--- src/rtl/if_stage.sv ---
// Instruction-fetch stage: PC, IF/ID register, stall/redirect priority and
// debug run/step/halt control with a fetch counter for the display mux.
module if_stage #(
  parameter int unsigned     XLEN     = 32,
  parameter logic [XLEN-1:0] RESET_PC = '0,
  parameter int unsigned     IMEM_AW  = 6,
  parameter int unsigned     CNT_W    = 16
) (
  input  logic               clk,
  input  logic               rstn,
  input  logic [1:0]         mode_i,
  input  logic               step_i,
  input  logic               stall_i,
  input  logic               redirect_i,
  input  logic [XLEN-1:0]    redirect_pc_i,
  output logic [IMEM_AW-1:0] imem_addr_o,
  input  logic [31:0]        imem_data_i,
  output logic [XLEN-1:0]    pc_o,
  output logic               if_id_valid_o,
  output logic [XLEN-1:0]    if_id_pc_o,
  output logic [31:0]        if_id_instr_o,
  output logic               misalign_o,
  output logic [CNT_W-1:0]   fetch_count_o
);

  // Step request FSM
  //   state   | meaning
  //   ST_IDLE | no step fetch outstanding
  //   ST_PEND | one step fetch requested, waiting for an unstalled cycle
  typedef enum logic [0:0] {
    ST_IDLE = 1'b0,
    ST_PEND = 1'b1
  } step_st_e;

  localparam logic [XLEN-1:0]  PC_INC  = XLEN'(4);
  localparam logic [CNT_W-1:0] CNT_INC = CNT_W'(1);

  step_st_e          step_st_q, step_st_d;
  logic              step_q_q, step_q_d;
  logic [XLEN-1:0]   pc_q, pc_d;
  logic              valid_q, valid_d;
  logic [XLEN-1:0]   if_id_pc_q, if_id_pc_d;
  logic [31:0]       if_id_instr_q, if_id_instr_d;
  logic              misalign_q, misalign_d;
  logic [CNT_W-1:0]  count_q, count_d;

  logic mode_run;
  logic mode_step;
  logic step_rise;
  logic step_pend;
  logic go;
  logic fetch;

  assign mode_run  = (mode_i == 2'b00);
  assign mode_step = (mode_i == 2'b01);
  assign step_rise = step_i & ~step_q_q;
  assign step_pend = (step_st_q == ST_PEND);
  assign go        = mode_run | (mode_step & (step_rise | step_pend));
  assign fetch     = ~redirect_i & ~stall_i & go;

  // State register
  always_ff @(posedge clk or negedge rstn) begin
    if (!rstn) begin
      step_st_q <= ST_IDLE;
    end else begin
      step_st_q <= step_st_d;
    end
  end

  // Next-state: a pending step survives stalls and redirects, is consumed
  // by the first real fetch, and is dropped as soon as step mode is left.
  always_comb begin
    step_st_d = step_st_q;
    if (!mode_step) begin
      step_st_d = ST_IDLE;
    end else begin
      case (step_st_q)
        ST_IDLE: begin
          if (step_rise && !fetch) begin
            step_st_d = ST_PEND;
          end
        end
        ST_PEND: begin
          if (fetch) begin
            step_st_d = ST_IDLE;
          end
        end
        default: step_st_d = ST_IDLE;
      endcase
    end
  end

  // Datapath next-state: redirect > stall > go > bubble
  always_comb begin
    step_q_d      = step_i;
    pc_d          = pc_q;
    valid_d       = valid_q;
    if_id_pc_d    = if_id_pc_q;
    if_id_instr_d = if_id_instr_q;
    misalign_d    = misalign_q;
    count_d       = count_q;
    if (redirect_i) begin
      pc_d       = {redirect_pc_i[XLEN-1:2], 2'b00};
      valid_d    = 1'b0;
      misalign_d = misalign_q | (redirect_pc_i[1:0] != 2'b00);
    end else if (stall_i) begin
      pc_d = pc_q;
    end else if (go) begin
      if_id_pc_d    = pc_q;
      if_id_instr_d = imem_data_i;
      valid_d       = 1'b1;
      pc_d          = pc_q + PC_INC;
      count_d       = count_q + CNT_INC;
    end else begin
      valid_d = 1'b0;
    end
  end

  always_ff @(posedge clk or negedge rstn) begin
    if (!rstn) begin
      step_q_q      <= 1'b0;
      pc_q          <= RESET_PC;
      valid_q       <= 1'b0;
      if_id_pc_q    <= '0;
      if_id_instr_q <= '0;
      misalign_q    <= 1'b0;
      count_q       <= '0;
    end else begin
      step_q_q      <= step_q_d;
      pc_q          <= pc_d;
      valid_q       <= valid_d;
      if_id_pc_q    <= if_id_pc_d;
      if_id_instr_q <= if_id_instr_d;
      misalign_q    <= misalign_d;
      count_q       <= count_d;
    end
  end

  // Output decode; the ROM address drops the upper PC bits and wraps.
  always_comb begin
    imem_addr_o   = pc_q[IMEM_AW+1:2];
    pc_o          = pc_q;
    if_id_valid_o = valid_q;
    if_id_pc_o    = if_id_pc_q;
    if_id_instr_o = if_id_instr_q;
    misalign_o    = misalign_q;
    fetch_count_o = count_q;
  end

endmodule

--- config.mk ---
export PLATFORM = sky130hd
export DESIGN_NAME = if_stage
export DESIGN_NICKNAME = d
export VERILOG_FILES = /design/src/rtl/if_stage.sv
export SDC_FILE = /design/constraint.sdc
export NUM_CORES = 1
export LEC_CHECK = 0
export ABC_CLOCK_PERIOD_IN_PS = 1800
export BUFFER_PORTS_ARGS = -buffer_cell sky130_fd_sc_hd__buf_2
export CORE_MARGIN = 4
export CORE_UTILIZATION = 49
export CTS_CLUSTER_DIAMETER = 100
export DETAILED_ROUTE_END_ITERATION = 12
export GPL_ROUTABILITY_DRIVEN = 1
export PLACE_DENSITY = 0.8
export SLEW_MARGIN = 25
export SYNTH_ARGS = -nofsm -noshare
export SYNTH_HDL_FRONTEND = slang
export SYNTH_SLANG_ARGS = --single-unit
--- constraint.sdc ---
create_clock -name clk -period 1.8 [get_ports clk]
set_input_delay 0.09 -clock clk [delete_from_list [all_inputs] [get_ports clk]]
set_output_delay 0.09 -clock clk [all_outputs]
set_load 0.02 [all_outputs]
; After elaboration in Yosys (flattened, before gate mapping)
; Index checks and enable logic that the tools add are counted.
[op_classes]
add_sub_neg = 2
bitwise = 11
n_reduce_logical = 7
n_eq_ne = 2
n_mux = 10
[op_table]
columns = op, count
row1 = 32-bit 2-to-1 mux, 3
row2 = 32-bit by 3-bit adder with 32-bit output (second input constant), 1
row3 = 16-bit by 1-bit adder with 16-bit output (second input constant), 1
row4 = 1-bit 2-to-1 mux, 6
row5 = 1-bit bitwise AND, 4
row6 = 1-bit inverter, 4
row7 = 2-bit nonzero test, 2
row8 = 1-bit OR, 3
row9 = 3-bit AND reduction, 1
row10 = 2-bit by 1-bit == test with 1-bit output (second input constant), 1
row11 = 2-bit logical NOT, 1
row12 = 2-bit by 1-bit != test with 1-bit output (second input constant), 1
row13 = 1-bit one-hot mux with 2 select lines, 1
row14 = 2-bit AND reduction, 1
row15 = 1-bit logical AND, 1
row16 = 1-bit logical NOT, 1
[word_totals]
out_inout_bits = 120
regBits = 116
elab_cells = 40

; Logic depth before layout (Yosys ltp)
; Gate-level depths: netlist of the first run.
[depth]
depth_word = 11
depth_mapped = 7
mapped_depth_nobuf = 5

; Least setup slack after synthesis of the first run
; Ideal clock, no wire load.
[synth_timing]
path_type = register to register
from = register pc_q[6] (netlist: pc_o[6])
to = register pc_q[27] (netlist: pc_o[27])
arrival_ns = 1.577
stages_incl_launch_ff = 6
slack_ns = 0.098
period_less_slack_ns = 1.702
setup_ns = 0.125
path_cell_list = dfrtp_1 -> and4_4 -> nand4_4 -> nor4_2 -> xor2_1 -> mux2_2
[synth_via]
elab_chain_cells = 4
[synth_lines]
columns = element, line
row1 = from (decl), 40  ; logic [XLEN-1:0] pc_q, pc_d;
row2 = from (signal assigned), 130  ; pc_q <= pc_d;
row3 = 32-bit by 3-bit adder with 32-bit output, 112  ; pc_d = pc_q + PC_INC;
row4 = 32-bit 2-to-1 mux, 108  ; end else if (go) begin
row5 = 32-bit 2-to-1 mux, 106  ; end else if (stall_i) begin
row6 = 32-bit 2-to-1 mux, 102  ; if (redirect_i) begin
; Every way passes these cells. The select of a mux whose other input is x is not followed.
; A chain may end at the register's enable or synchronous reset.

; Worst setup path after layout of the first run
[layout_timing]
from = input stall_i
to = register if_id_pc_q[28] (netlist: if_id_pc_o[28])
[layout_via]
elab_chain_cells = 2
[layout_lines]
columns = element, line
row1 = from (decl), 13  ; input logic stall_i,
row2 = 1-bit inverter (no line), n/a
row3 = 3-bit AND reduction (no line), n/a
row4 = to (signal assigned), 132  ; if_id_pc_q <= if_id_pc_d;
row5 = to (decl), 42  ; logic [XLEN-1:0] if_id_pc_q, if_id_pc_d;
; Every way passes these cells.

==> impl_results.md, run 1 <==
- Met3 Use GR: 0.04404
- Vias: 4090
- CTS buffer count: 9
- Final setup vio count: 0
- HPWL Detailed: ~9400 um
- Mapped Cells: around 410
- Synth cell types: 39
- M2 GR Usage: 0.4125
- Clk buf depth: 2
- Synth top area share: 0.5512
- Drt drc: 0
- Clk_skew: about 0.014 ns
- Final RePlAce weighted congestion: a little over 0.8
- Worst hold path type: in2reg
- Sink Count: about 110
- Post-synth EDFFs: 0
- Critical path class: in2reg
- Vias in the first global route: approximately 4500
- Wire length per cell: roughly 17 um
- First-pass GRT wire length: 22000 um
- CTS tree: done
- Status: complete, no violations
- Fillers: 673
- Die W: 109.9 um
- Synth Area in Simple Gates: 0.1439
- Total of warnings raised by yosys: 0
- Post-Synth XOR/XNOR Area: 0.07579
- Ys flop type: dfrtp_1
- Critical path endpoint category: flop
- Gr usage total: 0.2363
- Buf/Inv on CP: 3
- Die height: 109.9 um
- Slew headroom: 0.6479
- Share of layout cells above drive strength 1: 0.4838
- Unrepaired setup endpoints after global routing: no
- Critical Path AT: 1.97 ns
- Worst-margin pin slew: about 0.53 ns
- Cell chain of the critical path: dlygate4sd3_1 > buf_2 > nor2_2 > o211a_4 > buf_4 > mux2_2
- Max-cap violations: 0
- CORE AREA: about 10000 sq um
- Diode count: 0
- Routed Antenna Nets: 0
- Main area contributors after synthesis: dfrtp_1 55%, mux2_2 14%, xnor2_1 6.5%
- Die Area: 12070 sq um
- Site row count: 36
- Design area: between 7000 and 8000 sq um
- Gr busiest metal: met2
- Clock Latency Late Sink: 0.37 ns
- Fin. max-slew vios: 0
- Syn Std Cell Area: 5085 sq um
- Synth Register Bits: approximately 110
- Via density: roughly 5.0
- Fmax: between 500 and 600 MHz
- WL final: between 10000 and 15000 um
- Initial antenna violation count: 0
- Maximum number of pins on one net before global-route repair: slightly below 60
- Synth Area in Adders: 0.004921
- Cell Pwr Density: about 970 nW/um^2
- Initial core utilization: 0.5108
- Maximum vdd drop: 568.2 uV
- Largest area contributor in the netlist: dfrtp_1
- I/O pin cnt: ~190
- Main combinational cell family by area after synthesis: multiplexers
- Initial drt markers: 200
- CP required: a little over 2 ns
- H-tree depth: 3
- Mux share of post-synthesis cell area: 0.1459
- CTS Root Cell: clkbuf_8
- Gr ovfl total: 0
- Final hold vios: 0
- Fin util: 0.7235
- DR pass1 iterations: 4
- Critical path's largest stage delay: 0.54 ns
- Synth Area in Compound Gates: 0.03789
- Leakage: ~3.5 nW
- Final Cycle Share: 0.9554
- Nets: 748
- Sequential area share after synthesis: 0.5512
- Slowest-stage cell, CP: dlygate4sd3_1
- Tot Pwr: between 0.006 and 0.007 W
- Post-DP Area: approximately 6300 sq um
- Final hold slack: 0.1598 ns
- Port Buffers: between 150 and 200
- Met1 Resource Use GR: 0.2891
- Area delta synth->final: 41.63%
- Min cycle time layout: between 1.5 and 2 ns
- Fin Setup TNS: 0 ns
- Worst path top cell family by delay: buffers and inverters
- Async set-reset flop share out of synthesis: 1.000
- Worst-path maximum fanout: 14
- Clock transition at path regs: about 0.090 ns
- CP Launch Type: input pin
- Synth Area per Inst: between 10 and 15 sq um
-- Yosys cell counts, types with 2 or more instances --
master,number
and4_4,2
dfrtp_1,112
nor3_4,2
nor2_1,7
buf_4,11
and3_1,10
nand4_1,4
clkbuf_1,7
xor2_1,6
xnor2_1,38
nor4_4,3
buf_6,2
nor3_2,8
nand3_1,13
inv_1,8
nor4_2,6
nand2_1,43
ha_1,2
o21ai_0,10
o21ai_1,20
and4_1,2
nand2b_1,2
buf_2,8
mux2_2,65
-- per-layer routing --
layer  routed length [um]  vias up  share of wire
met1                 5336     2009           0.39
met5                    0        -              0
met2                 7292      140           0.53
li1                     -     1917              -
met4                  247        0          0.018
met3                  817       24          0.060
-- tightest hold or removal path: cells and delay by family --
| family | cells | cell delay, ns |
|---|---|---|
| mux | 1 | 0.23 |
| buf+inv | 2 | 0.17 |
-- registers in the layout, summed over array words and instances (netlist names) --
register	count
fetch_count_o	16
if_id_instr_o	32
if_id_pc_o	30
if_id_valid_o	1
misalign_o	1
pc_o	30
step_pend	1
step_q_q	1
-- per-stage QoR --
stage / setup slack (ns) / std cells
final: 0.08029 / 811
after global routing: 0.002503 / 811
after CTS: 0.03669 / 811
after detailed placement: 0.07063 / 728
after global placement: 0.1495 / 728
after floorplan: 0.09796 / 409
-- area by class of cell --
type,instances,area (sq um),area share
repair buffers,283,1884,0.2616
clock buffers,11,141.4,0.01963
clock inverters,3,67.56,0.009382
well taps,133,166.4,0.02311
multi-input cells,261,2105,0.2922
inverters,8,30.03,0.004170
flip-flops and latches,112,2808,0.3899
-- path summary, 6_finish.rpt --
path | end | slack, ns | from | cells past startpoint
hold reg to reg | fetch_count_o[15] | 0.48 | fetch_count_o[15] | 1
setup / recovery | if_id_pc_o[28] | 0.08 | stall_i | 6
min in group asynchronous | pc_o[16] | 0.24 | rstn | 2
hold / removal | pc_o[27] | 0.16 | redirect_i | 3
max in group asynchronous | if_id_pc_o[2] | 0.92 | rstn | 3
setup reg to reg | pc_o[20] | 0.12 | pc_o[8] | 6
-- logic make-up after synthesis --
group | after synthesis
buf+inv | 36
compound gates | 34
flops | 112
fa+ha+maj | 2
simple gates | 111
xor+xnor | 44
other cells | 1
mux | 66
-- cell usage in the layout, fill, tap and decap left out, types with 2 or more instances in the layout --
master / Yosys / routed
buf_2: 8 / 185
dfrtp_1: 112 / 108
dlygate4sd3_1: 0 / 69
mux2_2: 65 / 65
nand2_1: 43 / 42
xnor2_1: 38 / 38
buf_4: 11 / 25
o21ai_1: 20 / 20
nand3_1: 13 / 13
o21ai_0: 10 / 10
clkbuf_8: 0 / 10
and3_1: 10 / 9
inv_1: 8 / 8
nor3_2: 8 / 8
nor2_1: 7 / 7
xor2_1: 6 / 6
nor4_2: 6 / 6
nand4_1: 4 / 4
conb_1: 1 / 4
dfrtp_2: 0 / 4
buf_12: 0 / 4
nor4_4: 3 / 3
nand2b_1: 2 / 2
and3_2: 1 / 2
and4_4: 2 / 2
nor3_4: 2 / 2
ha_1: 2 / 2
bufinv_16: 0 / 2
-- timing repair --
action	CTS	global route
resized for setup	0	7
endpoints found under the hold margin	100	0
setup buffers	0	0
endpoints found under the setup margin	0	5
hold buffers	69	0
-- power by group --
| part | switching [W] | internal, W |
|---|---|---|
| Clock | 0.000818 | 0.000809 |
| Combinational | 0.00119 | 0.000893 |
| Sequential | 0.000305 | 0.00296 |
| Total | 0.00231 | 0.00466 |
Power figures use the tool's default switching activity.
==> run 2: changes to the inputs <==
--- a/config.mk
+++ b/config.mk
@@ -5,14 +5,16 @@
 export SDC_FILE = /design/constraint.sdc
 export NUM_CORES = 1
 export LEC_CHECK = 0
-export ABC_CLOCK_PERIOD_IN_PS = 1800
+export ABC_CLOCK_PERIOD_IN_PS = 1400
 export BUFFER_PORTS_ARGS = -buffer_cell sky130_fd_sc_hd__buf_2
+export CELL_PAD_IN_SITES_DETAIL_PLACEMENT = 1
+export CELL_PAD_IN_SITES_GLOBAL_PLACEMENT = 1
 export CORE_MARGIN = 4
-export CORE_UTILIZATION = 49
+export CORE_UTILIZATION = 34
 export CTS_CLUSTER_DIAMETER = 100
 export DETAILED_ROUTE_END_ITERATION = 12
 export GPL_ROUTABILITY_DRIVEN = 1
-export PLACE_DENSITY = 0.8
+export PLACE_DENSITY_LB_ADDON = 0.1
 export SLEW_MARGIN = 25
 export SYNTH_ARGS = -nofsm -noshare
 export SYNTH_HDL_FRONTEND = slang
==> constraint.sdc (replaced) <==
create_clock -name clk -period 1.4 [get_ports clk]
set_input_delay 0.07 -clock clk [delete_from_list [all_inputs] [get_ports clk]]
set_output_delay 0.07 -clock clk [all_outputs]
set_load 0.02 [all_outputs]
==> impl_results.md, run 2 (same netlist as run 1, synthesis figures left out) <==
- Leakage: around 4 nW
- Clk_skew: between 0.007 and 0.008 ns
- Critical path class: reg2reg
- Max-cap violations: 0
- Design area: between 8000 and 9000 sq um
- Post-Place Cells: between 800 and 900
- Final cell count without fillers: between 900 and 1000
- Nets: ~790
- Vias in the first global route: between 4000 and 5000
- CP required: approximately 1.6 ns
- Area delta synth->final: 63.98%
- Die height: between 100 and 150 um
- Fin. max-slew vios: 0
- Sink Count: between 100 and 150
- WL final: 15770 um
- Post-route setup slack: -0.2423 ns
- Drt drc: 0
- Cell Pwr Density: ~1200 nW/um^2
- Commonest non-fill, non-tap cell in the layout: buf_2
- Worst r2r path cells: 4
- HPWL Detailed: around 11000 um
- Clock transition at path regs: roughly 0.07 ns
- Failing checks: setup timing
- Maximum number of pins on one net before global-route repair: between 70 and 80
- Vias: 4232
- DR pass1 iterations: 4
- Die Area: approximately 17000 sq um
- First-pass GRT wire length: 24960 um
- Worst-margin pin slew: around 0.56 ns
- Maximum vdd drop: between 800 and 900 uV
- H-tree depth: 3
- Gr ovfl total: 0
- Clock Latency Late Sink: roughly 0.36 ns
- Max FFs per register: 32
- Status: finished, violations left
- Critical Path AT: 1.88 ns
- Initial core utilization: 0.3485
- CTS buffer count: 9
- Port Buffers: roughly 190
- Unrepaired setup endpoints after global routing: yes
- Initial drt markers: 90
- Fmax: roughly 610 MHz
- Worst hold path type: in2reg
- Final Cycle Share: 1.173
- Initial antenna violation count: 0
- Clk buf depth: 2
- CP Launch Type: flop
- Routed Antenna Nets: 0
- Critical path endpoint category: flop
- Wire length per cell: 17.35 um
- Post-DP Area: 7024 sq um
- Most frequent cells in the layout: 185 x buf_2, 87 x dfrtp_1, 68 x dlygate4sd3_1
- CTS Root Cell: clkbuf_16
- Die W: roughly 130 um
- Slew headroom: 0.6281
- R2r setup slk: -0.24 ns
- CORE AREA: ~15000 sq um
- Diode count: 0
- Final RePlAce weighted congestion: 0.7629
- Site row count: 44
- Worst-path maximum fanout: 9
- Min cycle time layout: about 1.6 ns
- Final setup vio count: about 110
- WHS Path Cells: 4
- Via density: ~4.7
- Gr usage total: 0.1882
- Final hold vios: 0
- Share of layout cells above drive strength 1: 0.5876
- I/O pin cnt: ~190
- CTS tree: done
[run 2: metrics by stage]
step | utilization | hold slack [ns] | power [W] | setup TNS, ns | worst slack [ns]
6_report | 0.5715 | 0.09545 | 0.01022 | -17.07 | -0.2423
5_1_grt | 0.5715 | 0.09814 | 0.01077 | -23.96 | -0.3049
4_1_cts | 0.5603 | 0.07039 | 0.01029 | -14.37 | -0.1984
3_5_place_dp | 0.4815 | 0.1430 | 0.007252 | -15.17 | -0.3328
3_3_place_gp | 0.4815 | 0.1418 | 0.007169 | -11.80 | -0.2653
2_1_floorplan | - | -0.2256 | 0.006024 | -7.587 | -0.1593
[run 2: worst paths after layout]
check                             startpoint                 to
min in group asynchronous               rstn  if_id_instr_o[10]
max in group asynchronous               rstn           pc_o[20]
min reg2reg                fetch_count_o[15]  fetch_count_o[15]
max                                 step_q_q      if_id_pc_o[6]
max reg2reg                         step_q_q      if_id_pc_o[6]
min                                  stall_i      if_id_valid_o
[run 2: routing by layer]
metal,track usage,routed length [um]
met1,0.2328,6724
met2,0.3271,7848
met3,0.04625,1006
met4,0.05318,191
met5,0,0
[run 2: layout make-up]
| type | instances | area [sq um] |
|---|---|---|
| clock buffers | 9 | 225.2 |
| clock inverters | 7 | 95.09 |
| fillers | 1521 | 6251 |
| inverters | 8 | 30.03 |
| multi-input cells | 261 | 2599 |
| flip-flops and latches | 112 | 2834 |
| well taps | 184 | 230.2 |
| repair buffers | 328 | 2325 |
[run 2: critical path, cell delays in order, from the launching register on]
cell and delay [ns]:
dfrtp_1 0.40, nor2b_4 0.22, o211a_4 0.32, buf_4 0.25
mux2_2 0.35
[run 2: report_power, final]
group | switching [W] | internal [W]
clock | 0.00122 | 0.00157
combinational | 0.00168 | 0.00155
sequential | 0.000378 | 0.00382
total | 0.00327 | 0.00695
[run 2: repair_timing]
action	CTS	global route
hold buffers	68	0
gates resized for setup	26	21
setup endpoints to repair	106	108
pin swaps	27	8
buffers inserted	4	4
gates cloned	0	1
hold endpoints to repair	177	0
==> run 3: changes to the inputs <==
--- a/config.mk
+++ b/config.mk
@@ -5,12 +5,12 @@
 export SDC_FILE = /design/constraint.sdc
 export NUM_CORES = 1
 export LEC_CHECK = 0
-export ABC_CLOCK_PERIOD_IN_PS = 1400
+export ABC_CLOCK_PERIOD_IN_PS = 1900
 export BUFFER_PORTS_ARGS = -buffer_cell sky130_fd_sc_hd__buf_2
 export CELL_PAD_IN_SITES_DETAIL_PLACEMENT = 1
 export CELL_PAD_IN_SITES_GLOBAL_PLACEMENT = 1
 export CORE_MARGIN = 4
-export CORE_UTILIZATION = 34
+export CORE_UTILIZATION = 41
 export CTS_CLUSTER_DIAMETER = 100
 export DETAILED_ROUTE_END_ITERATION = 12
 export GPL_ROUTABILITY_DRIVEN = 1
==> constraint.sdc (replaced) <==
create_clock -name clk -period 1.9 [get_ports clk]
set_input_delay 0.095 -clock clk [delete_from_list [all_inputs] [get_ports clk]]
set_output_delay 0.095 -clock clk [all_outputs]
set_load 0.02 [all_outputs]
==> impl_results.md, run 3 (same netlist as run 1, synthesis figures left out) <==
- Gr ovfl total: 0
- Final setup vio count: 0
- Final Cycle Share: 0.9488
- Die W: approximately 120 um
- CTS Root Cell: clkbuf_16
- Max FFs per register: 32
- CTS tree: done
- Maximum vdd drop: around 500 uV
- Vias in the first global route: 4590
- Slew headroom: 0.6337
- Port Buffers: between 150 and 200
- Critical path class: in2reg
- Post-route setup slack: a little under 0.1 ns
- HPWL Detailed: roughly 10000 um
- Fin Setup TNS: 0 ns
- Clock Latency Late Sink: 0.35 ns
- Share of layout cells above drive strength 1: 0.4718
- CP Launch Type: input pin
- Final hold vios: 0
- Wire length per cell: 17.60 um
- Most frequent cells in the layout: 185 x buf_2, 112 x dfrtp_1, 68 x dlygate4sd3_1
- Initial core utilization: 0.4216
- Clock transition at path regs: ~0.070 ns
- Min cycle time layout: between 1.5 and 2 ns
- Commonest non-fill, non-tap cell in the layout: buf_2
- Fmax: approximately 550 MHz
- Routed Antenna Nets: 0
- Post-Place Cells: ~760
- Initial drt markers: 140
- I/O pin cnt: about 190
- DR pass1 iterations: 4
- CTS buffer count: 9
- Dpl ws: about 0.15 ns
- Clk buf depth: 2
- Status: complete, no violations
- Worst-margin pin slew: ~0.55 ns
- Final cell count without fillers: approximately 840
- Worst-path maximum fanout: 39
- Maximum number of pins on one net before global-route repair: 59
- CORE AREA: approximately 12000 sq um
- Fin. max-slew vios: 0
- Initial antenna violation count: 1
- Cell Pwr Density: slightly below 1000 nW/um^2
- Clk_skew: ~0.0048 ns
- First-pass GRT wire length: ~24000 um
- Max-cap violations: 0
- Die height: 119.4 um
- Area delta synth->final: 43.53%
- Drt drc: 0
- Vias: slightly above 4000
- Diode count: 0
- Die Area: ~14000 sq um
- Via density: ~4.9
- Design area: between 7000 and 8000 sq um
- Sink Count: 112
- H-tree depth: 3
- Gr usage total: 0.2137
- Nets: roughly 740
- Site row count: 40
- Critical path endpoint category: flop
- Leakage: about 3.5 nW
- Worst hold path type: in2reg
- WL final: about 15000 um
- Final RePlAce weighted congestion: roughly 0.77
- Post-DP Area: around 6300 sq um
- Critical Path AT: 2.03 ns
- Fillers: ~1300
- CP required: about 2.1 ns
[run 3: worst max-delay path, cell delays in order]
cell and delay, ns:
dlygate4sd3_1 0.55, buf_2 0.14, nor2_2 0.29, o211a_4 0.32, buf_12 0.24, mux2_2 0.37
[run 3: repair_timing]
action                                  CTS  global route
endpoints found under the setup margin    0             2
setup buffers                             0             0
hold buffers                             68             0
resized for setup                         0             1
hold endpoints to repair                102             0
[run 3: cell type report]
| class | instances | area (sq um) | share of cell area |
|---|---|---|---|
| Inverter | 8 | 30.03 | 0.004115 |
| Sequential cell | 112 | 2803 | 0.3840 |
| Clock inverter | 5 | 80.08 | 0.01097 |
| Timing Repair Buffer | 277 | 1824 | 0.2500 |
| Multi-Input combinational cell | 261 | 2108 | 0.2889 |
| Tap cell | 168 | 210.2 | 0.02880 |
| Clock buffer | 11 | 242.7 | 0.03326 |
[run 3: power breakdown]
part / total [W] / switching (W) / internal [W] / leakage (nW)
registers: 0.00312 / 0.000311 / 0.00281 / 1.38
logic: 0.00195 / 0.00112 / 0.000831 / 1.95
clock network: 0.00205 / 0.000858 / 0.00119 / 0.152
[run 3: final timing paths]
| check | startpoint | end | slack (ns) | cells past startpoint |
|---|---|---|---|---|
| hold reg to reg | misalign_o | misalign_o | 0.46 | 1 |
| min in group asynchronous | rstn | fetch_count_o[7] | 0.26 | 2 |
| max in group asynchronous | rstn | pc_o[6] | 0.95 | 3 |
| setup / recovery | stall_i | if_id_pc_o[11] | 0.1 | 6 |
| hold / removal | mode_i[0] | step_pend | 0.03 | 2 |
| setup reg to reg | pc_o[13] | pc_o[27] | 0.19 | 5 |
[run 3: metal layers]
layer / global-route usage / wire (um) / up-vias
met4: 0.06729 / 214 / 2
met2: 0.3910 / 7892 / 112
met3: 0.04653 / 769 / 14
met1: 0.2485 / 5935 / 2049
met5: 0 / 8 / -
li1: - / - / 1908
[run 3: through the flow]
stage                     hold WS (ns)  total power (W)    util
after floorplan                -0.2006         0.004213       -
after global placement          0.1025         0.004920  0.5212
after detailed placement        0.1145         0.004996  0.5212
after CTS                      0.01039         0.007201  0.6044
after global routing           0.01383         0.007495  0.6051
final                          0.03346         0.007116  0.6051
